### config.mk
export PLATFORM = sky130hd
export DESIGN_NAME = rca_seq_adder
export DESIGN_NICKNAME = d
export VERILOG_FILES = /design/src/rtl/rca_seq_adder.sv
export SDC_FILE = /design/constraint.sdc
export NUM_CORES = 1
export LEC_CHECK = 0
export BUFFER_PORTS_ARGS = -buffer_cell sky130_fd_sc_hd__buf_2
export CAP_MARGIN = 20
export CORE_MARGIN = 1
export CORE_UTILIZATION = 45
export CTS_CLUSTER_SIZE = 24
export DETAILED_ROUTE_END_ITERATION = 10
export PLACE_DENSITY = 0.71
export SLEW_MARGIN = 15
export SYNTH_ARGS = -nofsm -noshare
export SYNTH_HDL_FRONTEND = slang
export SYNTH_SLANG_ARGS = --single-unit
### constraint.sdc
create_clock -name clk -period 3.06 [get_ports clk]
set_clock_uncertainty 0.1 [all_clocks]
set_input_delay 0.765 -clock clk [delete_from_list [all_inputs] [get_ports clk]]
set_output_delay 0.765 -clock clk [all_outputs]
set_load 0.1 [all_outputs]
### src/rtl/rca_seq_adder.sv
// Multi-cycle ripple-carry adder: CHUNK bits per clock through a carry register, valid/ready on both sides.
// Optional macro RCA_SEQ_SUB_EN adds a sub input that computes a + ~b + cin.
module rca_seq_adder #(
  parameter int unsigned WIDTH = 16,
  parameter int unsigned CHUNK = 4
) (
  input  logic             clk,
  input  logic             rst_n,
  input  logic             in_valid,
  output logic             in_ready,
  input  logic [WIDTH-1:0] a,
  input  logic [WIDTH-1:0] b,
  input  logic             cin,
`ifdef RCA_SEQ_SUB_EN
  input  logic             sub,
`endif
  output logic             out_valid,
  input  logic             out_ready,
  output logic [WIDTH-1:0] sum,
  output logic             cout,
  output logic             overflow
);

  localparam int unsigned NSLICE = WIDTH / CHUNK;
  localparam int unsigned IW     = (NSLICE > 1) ? $clog2(NSLICE) : 1;

  localparam logic [1:0] IDLE = 2'd0;
  localparam logic [1:0] ADD  = 2'd1;
  localparam logic [1:0] DONE = 2'd2;

  if (WIDTH < 2 || CHUNK == 0 || (WIDTH % CHUNK) != 0) begin : g_param_check
    $error("rca_seq_adder: WIDTH must be >= 2 and an exact multiple of CHUNK");
  end

  logic [1:0]       state;
  logic [1:0]       state_nxt;
  logic             accept;
  logic             step;
  logic             last;
  logic [WIDTH-1:0] a_q;
  logic [WIDTH-1:0] b_q;
  logic             carry;
  logic [IW-1:0]    idx;
  logic [31:0]      base;
  logic [CHUNK-1:0] a_sl;
  logic [CHUNK-1:0] b_sl;
  logic [CHUNK:0]   sl_res;
  logic             msb_cin;

  // State register
  always_ff @(posedge clk) begin
    if (!rst_n) begin
      state <= IDLE;
    end else begin
      state <= state_nxt;
    end
  end

  // Next-state and datapath enables
  always_comb begin
    state_nxt = state;
    accept    = 1'b0;
    step      = 1'b0;
    last      = 1'b0;
    case (state)
      IDLE: begin
        if (in_valid && in_ready) begin
          accept    = 1'b1;
          state_nxt = ADD;
        end
      end
      ADD: begin
        step = 1'b1;
        if (idx == IW'(NSLICE - 1)) begin
          last      = 1'b1;
          state_nxt = DONE;
        end
      end
      DONE: begin
        if (out_valid && out_ready) begin
          state_nxt = IDLE;
        end
      end
      default: state_nxt = IDLE;
    endcase
  end

  // Current slice add; carry into the MSB is recovered from the MSB sum bit
  assign base    = 32'(idx) * CHUNK;
  assign a_sl    = a_q[base +: CHUNK];
  assign b_sl    = b_q[base +: CHUNK];
  assign sl_res  = {1'b0, a_sl} + {1'b0, b_sl} + (CHUNK + 1)'(carry);
  assign msb_cin = a_sl[CHUNK-1] ^ b_sl[CHUNK-1] ^ sl_res[CHUNK-1];

  // Handshake flags, operand latches and result registers
  always_ff @(posedge clk) begin
    if (!rst_n) begin
      in_ready  <= 1'b1;
      out_valid <= 1'b0;
      sum       <= '0;
      cout      <= 1'b0;
      overflow  <= 1'b0;
      a_q       <= '0;
      b_q       <= '0;
      carry     <= 1'b0;
      idx       <= '0;
    end else begin
      in_ready  <= (state_nxt == IDLE);
      out_valid <= (state_nxt == DONE);
      if (accept) begin
        a_q   <= a;
`ifdef RCA_SEQ_SUB_EN
        b_q   <= sub ? ~b : b;
`else
        b_q   <= b;
`endif
        carry <= cin;
        idx   <= '0;
      end
      if (step) begin
        sum[base +: CHUNK] <= sl_res[CHUNK-1:0];
        carry              <= sl_res[CHUNK];
        if (last) begin
          cout     <= sl_res[CHUNK];
          overflow <= msb_cin ^ sl_res[CHUNK];
        end else begin
          idx <= idx + IW'(1);
        end
      end
    end
  end

endmodule

# Word level (Yosys, flattened, before mapping)

Index checks and enable logic that the tools add are counted.

Output and inout port bits: 20
Flip-flop bits (word level): 57
Word-level logic and storage cells: 46
Bits of input ports: 37

Muxes and demuxes: 15
Bitwise operators: 3
Equal/unequal tests: 4
Add/subtract/negate cells: 4
Shift operators: 4
Reduce and logical (&&, ||, !) cells: 6

Operator list:

| cell                                                                     | number |
|---|---|
| 4-bit negator with 34-bit output                                         | 1 |
| 4-bit by 34-bit variable shift with 16-bit output (first input constant) | 1 |
| 4-bit by 34-bit variable part select with 16-bit output                  | 1 |
| 16-bit by 5-bit variable part select with 4-bit output                   | 2 |
| 16-bit bitwise mux                                                       | 1 |
| 2-bit 2-to-1 mux                                                         | 6 |
| 1-bit 2-to-1 mux                                                         | 7 |
| 2-bit == test (second input constant)                                    | 3 |
| 2-bit one-hot mux with 3 select lines                                    | 1 |
| 4-bit by 4-bit adder with 5-bit output                                   | 1 |
| 5-bit by 1-bit adder with 5-bit output                                   | 1 |
| 2-bit logical NOT                                                        | 2 |
| 1-bit XOR                                                                | 3 |
| 2-bit by 1-bit adder with 2-bit output (second input constant)           | 1 |
| 2-bit by 1-bit == test with 1-bit output (second input constant)         | 1 |
| 1-bit logical AND                                                        | 2 |
| 2-bit AND reduction                                                      | 1 |
| 2-bit nonzero test                                                       | 1 |

# Depth between registers and ports, before layout

Depth after elaboration: 6
Mapped depth: 8
Gate-level depth less buffers: 7

# Least setup slack after synthesis

No wires, ideal clock.

Path kind: flip-flop to flip-flop
Start point: register idx[0]
End point: register overflow
Data required time: 2.838 ns
Clock period less this slack: 2.939 ns
Library setup time: 0.122 ns
Data arrival time: 2.717 ns
Stages on the path, launching flop included: 9
Path buffers: 1
Slack: 0.121 ns
Path through: dfxtp_1 -> buf_2 -> mux4_2 -> fa_1 -> fa_1 -> a21o_1 -> a21oi_1 -> xor2_1 -> a21oi_1

Cells in the longest elaborated chain, start to end: 5
Elaborated cells between the ends (all ways): 11
Those cells by class: add/sub (2); eq/ne (1); shift (2); mux (2); bitwise (3); reduce/logical (1)

Ends and longest elaborated chain:

| element                                                                   | RTL line | RTL |
|---|---|---|
| start, declared                                                           | 43       | `logic [IW-1:0] idx;` |
| start signal, assigned                                                    | 127      | `idx <= idx + IW'(1);` |
| 16-bit by 5-bit variable part select with 4-bit output (on tied branches) | 90, 91   |  |
| 4-bit by 4-bit adder with 5-bit output                                    | 92       | `assign sl_res = {1'b0, a_sl} + {1'b0, b_sl} + (CHUNK + 1)'(carry);` |
| 5-bit by 1-bit adder with 5-bit output                                    | 92       |  |
| 1-bit XOR                                                                 | 93       | `assign msb_cin = a_sl[CHUNK-1] ^ b_sl[CHUNK-1] ^ sl_res[CHUNK-1];` |
| 1-bit XOR                                                                 | 125      | `overflow <= msb_cin ^ sl_res[CHUNK];` |
| end signal, assigned                                                      | 125      |  |
| end, declared                                                             | 21       | `output logic overflow` |

Parallel ways exist; a longest one is shown, timed or not.
A chain may end at the register's enable or synchronous reset.

# Worst setup path in the final report

Ends and elaborated chain as after synthesis.

==> results summary <==
The run finished with clean final reports. The final routed wirelength across all metal layers came out at 5.57 mm. Synthesis produced a netlist whose cell count is 278. Once detail routing completed, the nets flagged for antenna violations numbered 0.

The number of cells on the worst reg-to-reg path is 7. The number of flops mapped to enable cells by yosys is 0. The number of global-route vias before repair is 1940. The count of cell types in the netlist came out at 39. Setup repair after global routing left no endpoint under its margin.

The overall power after layout came out at between 1.5 and 2 mW. Sorting the synthesized cells by area gives the leading types as dfxtp_1 (44%), nand2_1 (11%), a21boi_0 (7.2%). The worst-path maximum fanout came out at 4. Counting flops and latches in the post-synthesis netlist gives 57. The relative slew slack came out at 63.4%. The deepest clock path buffer count came out at 2.

The clock transition at the registers of the reported paths is around 0.070 ns. TritonCTS built the clock tree. The critical path starts at idx[0]. The worst min-delay path startpoint is a_q[11].

The number of antenna violations at the first check in global routing was 0. The critical path goes through mux4_2 > fa_1 > fa_1 > a21o_1 > a21oi_1 > xor2_1 > a21oi_1. The buffer and inverter count on the worst path is 0.

The share of Yosys cell area claimed by the top area cell type is roughly 44%. The routability congestion estimate is 0.742. After the last flow step, the layout net total stands at 381.

The data arrival at the endpoint of the critical path is 2.87 ns. The data required time at the worst endpoint is roughly 3.2 ns. The horizontal die dimension came out at 78.3 µm.

The first-pass GRT wire length is 9.15 mm. Grouping stages by cell kind, the critical path spends the most delay in adder cells. Counting the buffers created by CTS gives 9. For this design the static power due to leakage is 1.34 nW. The floorplan die height is 78.3 µm.

Entering global routing, the biggest net connects 37 pins. The effective utilization at floorplan is 47.0%. The worst hold slack after final layout came out at 0.354 ns. Detailed placement ended at an HPWL of 3.96 mm.

The total track usage came out at between 10% and 20%. In this run the critical register-to-register path is launched from idx[0]. The biggest cell delay along the critical path is 0.54 ns. The final max-slew violation count is 0. The floorplan has 27 rows. Ranked by instance count, the synthesized netlist is headed by nand2_1 (76), dfxtp_1 (57), a21boi_0 (25). The core region area is 5570 µm². Of all flip-flops after synthesis, the portion carrying an async set or reset was 0%. The total nets after synthesis came out at about 330. The number of optimization iterations in the first detailed-route pass is 4. The final setup violation count came out at 0.

The Yosys warning count came out at 0. The clock root buffer is clkbuf_8. The proportion of layout cells with a drive suffix above 1 came out at 26.9%. The power density normalized to cell area came out at approximately 600 nW/µm².

The number of H-tree levels is 3. Sequential cells were found to cover ~44% of the synthesized design area. The worst ir drop on vdd came out at 0.309 mV. The post-route DRC violation count came out at 0. The die covers 6130 µm². The area added between synthesis and finish is 21.8%. The max-cap check violation count came out at 0. The quantity of hold-fixing buffers added after cts came out at 0. The number of diodes came out at 0.

For this design, the sink count on the clock tree is 57. The initial DRC count came out at 95. The hold-critical path depth is 2. The overall via count from detail_route is 2101. STA classifies the critical path endpoint as a register. The kind of critical path is reg2reg. The leftover overflow at the end of global routing is 0.

The slowest stage of the critical path is the mux4_2 cell. The portion of the clock cycle consumed by the worst path in the final layout is roughly nine tenths. The minimum clock period after layout came out at 2.76 ns. The worst setup path is launched from a register. Among all flip-flop cells after synthesis, the most frequent one is dfxtp_1. The library cell occupying the most area in the post-synthesis netlist is dfxtp_1. Post-CTS repair changed the size of 0 cells. Clock latency on the worst-skew pair, taken at its later pin, is 0.34 ns. The accumulated negative setup slack came out at 0 ns. The number of failing hold endpoints at the final stage is 0. The most frequently used cell type in the post-synthesis netlist is nand2_1. The post-CTS repair timing setup buffer count came out at 0. The netlist area before placement is 2620 µm².

After synthesis, the mean cell area works out to 9.42 µm². The average wire length per cell after detail routing is 13.6 µm. During placement, the flow inserted port buffers numbering 56. The number of logic stages on the critical path including buffering came out at 7. The worst hold path belongs to the class reg2reg. Derived from the worst setup path, the maximum achievable clock frequency is 362 MHz. The actual transition at the worst max-transition pin came out at 0.541 ns. The number of top-level pins is 57. The number of vias per cell is 5.12.
[cells in the final DEF, fill, tap and decap left out, drive strengths merged, types with 4 or more instances in the layout]
master	Yosys	layout
buf	10	62
a21boi	33	33
nor2b	16	16
a22oi	13	13
nand2	76	76
nor3b	4	4
ha	9	9
mux4	8	8
a21oi	4	4
clkbuf	8	10
nor2	4	4
dfxtp	57	57
[kinds of logic (layout without fill, tap and decap cells)]
family,after synthesis,in the layout,synth area share [%]
fa+ha+maj,11,11,5.83
buf+inv,21,81,3.72
xor+xnor,2,2,0.669
flops,57,57,43.6
simple gates,118,118,22.1
mux,10,10,7.69
compound gates,59,59,16.4
[per-stage QoR]
| step | setup slack [ns] | utilization (%) | instance area, µm² | std cells |
|---|---|---|---|---|
| floorplan | 0.121 | - | 2620 | 278 |
| global placement | 0.369 | 52.9 | 2950 | 394 |
| detailed placement | 0.340 | 52.9 | 2950 | 394 |
| CTS | 0.316 | 57.3 | 3190 | 410 |
| global route | 0.201 | 57.3 | 3190 | 410 |
| finish | 0.299 | 57.3 | 3190 | 410 |
[worst min-delay path, cell delays in order, from the launching register on]
cell,delay (ns)
dfxtp_1,0.31
nand2_1,0.05
a21boi_1,0.05
[state kept, by name, summed over array words and instances, names as in the netlist, 2 cells and up]
name	count
state	2
a_q	16
sum	16
idx	2
b_q	16
[area by class of cell]
type | instances | area [µm²]
fill | 551 | 2380
timing repair buffer | 62 | 325
clock buffer | 10 | 138
tap | 72 | 90.1
inverter | 3 | 11.3
clock inverter | 6 | 105
sequential | 57 | 1140
multi-input combinational | 200 | 1380
[path summary, 6_finish.rpt]
check	to	slack (ns)
worst min register to register	a_q[11]	0.35
worst min-delay path	a_q[11]	0.35
worst max-delay path	overflow	0.30
worst max register to register	overflow	0.30
[report_power, final]
part           total, mW  leakage (nW)  internal, mW  switching [mW]
combinational      0.242         0.750         0.101           0.141
clock              0.856         0.126         0.558           0.298
sequential         0.801         0.464         0.777          0.0239
total               1.90          1.34          1.44           0.463
[routing by layer]
layer	share of wire [%]	track usage, %	wire, µm	vias up
met1	48	25.5	2650	968
met2	47	30.8	2590	60
met4	0.72	7.22	40	0
li1	-	-	-	1068
met3	5.0	5.58	280	5
met5	0	0	0	-
Power figures use the tool's default switching activity.
